<file path="config.mk">
export PLATFORM = sky130hd
export DESIGN_NAME = integ_upsamp_m256_iw5_0
export DESIGN_NICKNAME = d
export VERILOG_FILES = /design/src/rtl/integ_upsamp_m256_iw5_0.sv
export SDC_FILE = /design/constraint.sdc
export NUM_CORES = 1
export LEC_CHECK = 0
export CORE_MARGIN = 3
export CORE_UTILIZATION = 38
export CTS_CLUSTER_DIAMETER = 30
export DETAILED_ROUTE_END_ITERATION = 12
export PLACE_DENSITY = 0.65
export SLEW_MARGIN = 10
export SYNTH_ARGS = -nofsm -noshare
export SYNTH_HDL_FRONTEND = slang
export SYNTH_SLANG_ARGS = --single-unit
</file>
<file path="constraint.sdc">
create_clock -name clk -period 3.4 [get_ports clk]
set_input_delay 0.85 -clock clk [delete_from_list [all_inputs] [get_ports clk]]
set_output_delay 0.85 -clock clk [all_outputs]
set_load 0.1 [all_outputs]
</file>
<file path="src/rtl/integ_upsamp_m256_iw5_0.sv">
// Single-stage CIC integrator with zero-stuffing upsampler (R = 1..256), AXI-Stream in/out.
// Define INTEG_FLUSH_EN to add a synchronous active-high 'flush' input that clears the integrator.
module integ_upsamp_m256_iw5_0 #(
  parameter int unsigned DATA_WIDTH = 48,
  parameter int unsigned RATE_WIDTH = 9
) (
  input  logic                  clk,
  input  logic                  reset_n,
`ifdef INTEG_FLUSH_EN
  input  logic                  flush,
`endif
  input  logic [RATE_WIDTH-1:0] rsetting,
  input  logic                  s_axis_tvalid,
  input  logic [DATA_WIDTH-1:0] s_axis_tdata,
  output logic                  s_axis_tready,
  output logic                  m_axis_tvalid,
  output logic [DATA_WIDTH-1:0] m_axis_tdata,
  input  logic                  m_axis_tready
);

  localparam int unsigned MAX_RATE = 256;

  logic [DATA_WIDTH-1:0] acc_q, acc_d;
  logic [RATE_WIDTH-1:0] cnt_q, cnt_d;
  logic [RATE_WIDTH-1:0] reff_m1;
  logic                  out_vld_q, out_vld_d;
  logic                  load;
  logic                  flush_i;

`ifdef INTEG_FLUSH_EN
  assign flush_i = flush;
`else
  assign flush_i = 1'b0;
`endif

  // Effective rate minus one: 0 behaves as 1, anything above 256 clamps to 256
  always_comb begin
    reff_m1 = '0;
    if (rsetting == '0) begin
      reff_m1 = '0;
    end else if (rsetting > RATE_WIDTH'(MAX_RATE)) begin
      reff_m1 = RATE_WIDTH'(MAX_RATE - 1);
    end else begin
      reff_m1 = rsetting - RATE_WIDTH'(1);
    end
  end

  // Output register is free or being drained this cycle
  assign load          = !out_vld_q | m_axis_tready;
  assign s_axis_tready = load & (cnt_q == '0) & !flush_i;

  // Next state: flush, then owed zero-stuffed samples, then a new input
  always_comb begin
    acc_d     = acc_q;
    cnt_d     = cnt_q;
    out_vld_d = out_vld_q;
    if (flush_i) begin
      acc_d     = '0;
      cnt_d     = '0;
      out_vld_d = 1'b0;
    end else if (load) begin
      if (cnt_q != '0) begin
        cnt_d     = cnt_q - RATE_WIDTH'(1);
        out_vld_d = 1'b1;
      end else if (s_axis_tvalid) begin
        acc_d     = acc_q + s_axis_tdata;
        cnt_d     = reff_m1;
        out_vld_d = 1'b1;
      end else begin
        out_vld_d = 1'b0;
      end
    end
  end

  always_ff @(posedge clk or negedge reset_n) begin
    if (!reset_n) begin
      acc_q     <= '0;
      cnt_q     <= '0;
      out_vld_q <= 1'b0;
    end else begin
      acc_q     <= acc_d;
      cnt_q     <= cnt_d;
      out_vld_q <= out_vld_d;
    end
  end

  assign m_axis_tdata  = acc_q;
  assign m_axis_tvalid = out_vld_q;

endmodule

</file>
==> flow_results.xml <==
<?xml version="1.0" encoding="UTF-8"?>
<metrics>
  <group name="clock_network">
    <metric name="worst_setup_hold_path_clk_slew" unit="ns">0.05</metric>
    <metric name="cts_tree" unit="">yes</metric>
    <metric name="clockBufferDepth" unit="">2</metric>
    <metric name="clock_sink_count" unit="">58</metric>
    <metric name="cts_root_buffer" unit="">sky130_fd_sc_hd__clkbuf_16</metric>
    <metric name="h-tree-depth" unit="">3</metric>
    <metric name="clk-insertion-delay-late" unit="ns">0.33</metric>
    <metric name="cts_made_buffers" unit="">9</metric>
  </group>
  <group name="job">
    <metric name="timing.max_cap.violations" unit="">0</metric>
  </group>
  <group name="detailed_routing">
    <metric name="dr_total_vias" unit="">5703</metric>
    <metric name="first_iter_violations" unit="">317</metric>
    <metric name="dr.pass1.iters" unit="">5</metric>
    <metric name="drt_via_density" unit="">5.41</metric>
    <metric name="drt.antenna.violating_nets" unit="">0</metric>
    <metric name="drt_wl_total" unit="um">16500</metric>
    <metric name="post_drt_wl_per_cell" unit="um">15.6</metric>
    <metric name="post-route-drc-count" unit="">0</metric>
  </group>
  <group name="sta">
    <metric name="max_freq" unit="MHz">298</metric>
    <metric name="postLayoutSetupSlackWorst" unit="ns">0.0442</metric>
    <metric name="grt_setup_unrepaired" unit="">true</metric>
    <metric name="timing.clock.skew" unit="ns">0.00475</metric>
    <metric name="finalCritPeriodShare" unit="%">98.7</metric>
    <metric name="final_period_minus_worst_setup_slack" unit="ns">3.36</metric>
    <metric name="max_slew.worst_pin.slew" unit="ns">0.790</metric>
    <metric name="timing_max_transition_violations_final" unit="">0</metric>
    <metric name="timing_hold_violations_final" unit="">0</metric>
    <metric name="timing.final.setup_violations" unit="">0</metric>
    <metric name="timing.max_slew.rel_slack" unit="%">47.3</metric>
  </group>
  <group name="yosys">
    <metric name="synth_warnings" unit="">0</metric>
    <metric name="synth-async-reset-ratio" unit="%">100</metric>
    <metric name="synth.distinct_cells" unit="">74</metric>
    <metric name="ys_ff_latch" unit="">58</metric>
    <metric name="syn-mean-instance-area" unit="sq um">8.14</metric>
    <metric name="yosys_most_used_dff" unit="">sky130_fd_sc_hd__dfrtp_1</metric>
    <metric name="post_syn_area" unit="sq mm">0.00527</metric>
    <metric name="mappedNetlistNets" unit="">759</metric>
    <metric name="synthCells" unit="">648</metric>
    <metric name="sequential_area_share_after_synthesis" unit="%">27.5</metric>
    <metric name="synth-edff-count" unit="">0</metric>
  </group>
  <group name="critical_path">
    <metric name="setup.worst_path.class" unit="">primary input to register</metric>
    <metric name="worstSetupStartpointType" unit="">primary input</metric>
    <metric name="timing.critical_path.to_type" unit="">register</metric>
    <metric name="first_element_of_the_critical_path" unit="">s_axis_tdata[15]</metric>
    <metric name="top_fanout_value_on_the_critical_path" unit="">3</metric>
    <metric name="critPathRequiredTime" unit="ns">3.66</metric>
    <metric name="critPathArrivalTime" unit="ns">3.61</metric>
    <metric name="worst_r2r_startpoint" unit="">m_axis_tdata[0]</metric>
  </group>
  <group name="global_routing">
    <metric name="grt_pass1_wl" unit="um">26200</metric>
    <metric name="grt.overflow.total" unit="">0</metric>
    <metric name="grt_usage" unit="%">21.3</metric>
    <metric name="vias_in_the_first_global_route" unit="">5663</metric>
    <metric name="grt_start_max_net_pins" unit="">59</metric>
    <metric name="antenna_found_initial" unit="">0</metric>
  </group>
  <group name="floorplanning">
    <metric name="num_io_pins" unit="">111</metric>
    <metric name="fp.dieH" unit="um">124</metric>
    <metric name="die_x" unit="um">124</metric>
    <metric name="start_util" unit="%">39.4</metric>
    <metric name="core.rowCount" unit="">42</metric>
    <metric name="placeableCoreArea" unit="sq mm">0.0134</metric>
    <metric name="die_area" unit="sq mm">0.0153</metric>
  </group>
  <group name="power">
    <metric name="power.ir.vdd_worst" unit="uV">544</metric>
    <metric name="cellLeakagePower" unit="nW">3.81</metric>
    <metric name="power.density" unit="mW/mm^2">1080</metric>
  </group>
  <group name="placed_design">
    <metric name="placedInstanceArea" unit="sq mm">0.00725</metric>
    <metric name="dp_worst_setup_slack" unit="ns">-0.665</metric>
    <metric name="routabilityCongestion" unit="">0.962</metric>
    <metric name="dpl.hpwl" unit="um">12600</metric>
    <metric name="io_buffer_count" unit="">110</metric>
    <metric name="post-place-cells" unit="">1032</metric>
  </group>
  <group name="cells_and_area">
    <metric name="final_cell_area" unit="sq mm">0.00799</metric>
    <metric name="layout.cells.most_common_list" unit="">sky130_fd_sc_hd__buf_4 (179), sky130_fd_sc_hd__nand2_1 (88), sky130_fd_sc_hd__o21ai_0 (60)</metric>
    <metric name="final_common_cell" unit="">sky130_fd_sc_hd__buf_4</metric>
    <metric name="area.growth.synth_to_final" unit="%">51.5</metric>
    <metric name="post_route_cells_drive_above_1_share" unit="%">30.7</metric>
    <metric name="num-nets-final" unit="">985</metric>
    <metric name="antennaDiodeCount" unit="">0</metric>
    <metric name="utilization" unit="%">59.6</metric>
    <metric name="stdcell_count" unit="">1055</metric>
  </group>
  <group name="hold_path">
    <metric name="worstHoldStart" unit="">m_axis_tdata[47]</metric>
    <metric name="min_path_type" unit="">register to register</metric>
  </group>
  <group name="run_status">
    <metric name="run_status" unit="">completed</metric>
  </group>
</metrics>
==> Yosys cell counts (2+ instances only) <==
| cell type | instances | share of area [%] |
|---|---|---|
| sky130_fd_sc_hd__dfrtp_1 | 58 | 28 |
| sky130_fd_sc_hd__a211oi_1 | 3 | 0.43 |
| sky130_fd_sc_hd__a31oi_1 | 2 | 0.24 |
| sky130_fd_sc_hd__o21a_1 | 6 | 0.85 |
| sky130_fd_sc_hd__ha_1 | 49 | 12 |
| sky130_fd_sc_hd__o21ai_0 | 68 | 6.5 |
| sky130_fd_sc_hd__buf_4 | 2 | 0.28 |
| sky130_fd_sc_hd__o211ai_1 | 4 | 0.57 |
| sky130_fd_sc_hd__o22a_1 | 3 | 0.50 |
| sky130_fd_sc_hd__a221o_1 | 4 | 0.76 |
| sky130_fd_sc_hd__nor3b_1 | 2 | 0.28 |
| sky130_fd_sc_hd__a21boi_0 | 2 | 0.28 |
| sky130_fd_sc_hd__xor2_1 | 20 | 3.3 |
| sky130_fd_sc_hd__and3_2 | 2 | 0.28 |
| sky130_fd_sc_hd__clkbuf_8 | 4 | 1.0 |
| sky130_fd_sc_hd__o21bai_1 | 13 | 1.9 |
| sky130_fd_sc_hd__a211o_1 | 3 | 0.50 |
| sky130_fd_sc_hd__a221oi_1 | 2 | 0.33 |
| sky130_fd_sc_hd__nand3b_1 | 2 | 0.28 |
| sky130_fd_sc_hd__and3_1 | 10 | 1.2 |
| sky130_fd_sc_hd__nand2b_1 | 2 | 0.24 |
| sky130_fd_sc_hd__mux2i_1 | 2 | 0.38 |
| sky130_fd_sc_hd__inv_1 | 22 | 1.6 |
| sky130_fd_sc_hd__nor2b_1 | 3 | 0.36 |
| sky130_fd_sc_hd__a2111oi_0 | 2 | 0.33 |
| sky130_fd_sc_hd__buf_6 | 3 | 0.64 |
| sky130_fd_sc_hd__and2_2 | 2 | 0.28 |
| sky130_fd_sc_hd__and2_1 | 4 | 0.47 |
| sky130_fd_sc_hd__xnor2_1 | 20 | 3.3 |
| sky130_fd_sc_hd__buf_2 | 2 | 0.19 |
| sky130_fd_sc_hd__a22oi_1 | 2 | 0.28 |
| sky130_fd_sc_hd__nand2_1 | 90 | 6.4 |
| sky130_fd_sc_hd__nor4_1 | 4 | 0.47 |
| sky130_fd_sc_hd__a21oi_1 | 62 | 5.9 |
| sky130_fd_sc_hd__nor2_1 | 43 | 3.1 |
| sky130_fd_sc_hd__nor3_1 | 13 | 1.2 |
| sky130_fd_sc_hd__a21o_2 | 5 | 0.83 |
| sky130_fd_sc_hd__a221oi_2 | 2 | 0.57 |
| sky130_fd_sc_hd__nand4_1 | 10 | 1.2 |
| sky130_fd_sc_hd__nand3_1 | 12 | 1.1 |
| sky130_fd_sc_hd__or3_1 | 10 | 1.2 |
| sky130_fd_sc_hd__a21o_1 | 19 | 2.7 |
| sky130_fd_sc_hd__o31ai_1 | 9 | 1.3 |
| sky130_fd_sc_hd__clkbuf_1 | 15 | 1.1 |
| sky130_fd_sc_hd__o21ba_2 | 2 | 0.38 |
==> critical path: stages <==
cell,delay [ns]
sky130_fd_sc_hd__clkdlybuf4s50_1,0.41
sky130_fd_sc_hd__ha_1,0.30
sky130_fd_sc_hd__nand3_1,0.16
sky130_fd_sc_hd__nor4_2,0.37
sky130_fd_sc_hd__o31ai_2,0.13
sky130_fd_sc_hd__a21oi_2,0.21
sky130_fd_sc_hd__buf_4,0.16
sky130_fd_sc_hd__o2111ai_1,0.12
sky130_fd_sc_hd__nor3b_2,0.17
sky130_fd_sc_hd__buf_4,0.16
sky130_fd_sc_hd__a211o_1,0.26
sky130_fd_sc_hd__mux2i_1,0.18
sky130_fd_sc_hd__xnor2_1,0.13
==> metal layers <==
metal  routed length (um)  part of all wire [%]  track usage (%)
met1                 7160                    43             26.6
met2                 8190                    50             36.8
met3                  841                   5.1             3.91
met4                  275                   1.7             7.40
met5                    0                     0                0
==> cell type report <==
class	count	area (sq um)
clock buffers	15	298
clock inverters	1	5.00
fillers	1159	5410
inverters	22	82.6
multi-input cells	542	3940
flip-flops and latches	58	1450
well taps	176	220
repair buffers	241	1990
==> repair_timing <==
item	in CTS	in global routing
gates resized for setup	24	53
pin swaps	13	30
buffers inserted	0	7
setup endpoints to repair	17	15
hold buffers	0	0
==> state kept, by name, indices dropped and copies added, names as in the netlist <==
| register | flops |
|---|---|
| cnt_q | 9 |
| m_axis_tvalid | 1 |
| m_axis_tdata | 48 |
==> kinds of logic (layout without fill, tap and decap cells) <==
| kind of cell | after synthesis | count (layout) | share of synthesized area (%) |
|---|---|---|---|
| multiplexers | 3 | 3 | 0.593 |
| XOR/XNOR | 40 | 40 | 6.64 |
| AND/OR/NAND/NOR | 216 | 216 | 19.3 |
| adder cells (fa/ha/maj) | 51 | 51 | 12.2 |
| flip-flops | 58 | 58 | 27.5 |
| AO/OA/AOI/OAI | 232 | 232 | 28.9 |
| buffers and inverters | 48 | 279 | 4.79 |
==> final timing paths <==
kind	end	slack, ns	depth (start not counted)
min in group asynchronous	m_axis_tdata[11]	0.69	2
max in group asynchronous	m_axis_tdata[0]	2.15	2
hold reg to reg	m_axis_tdata[47]	0.49	1
setup reg to reg	m_axis_tdata[38]	0.28	11
hold / removal	m_axis_tdata[47]	0.49	1
setup / recovery	m_axis_tdata[47]	0.04	13
==> through the flow <==
stage	total power, mW	hold slack (ns)	setup TNS (ns)
floorplan	5.43	0.465	0
global placement	7.24	0.481	-8.94
detailed placement	7.33	0.485	-10.25
CTS	8.37	0.499	0
global route	9.21	0.508	-0.0695
finish	8.65	0.487	0
==> power by group <==
group	internal (mW)	total (mW)	switching [mW]
combinational	2.40	6.42	4.02
sequential	0.993	1.32	0.325
clock	0.591	0.907	0.316
total	3.99	8.65	4.66
No activity file was read; power rests on OpenSTA's default activity.
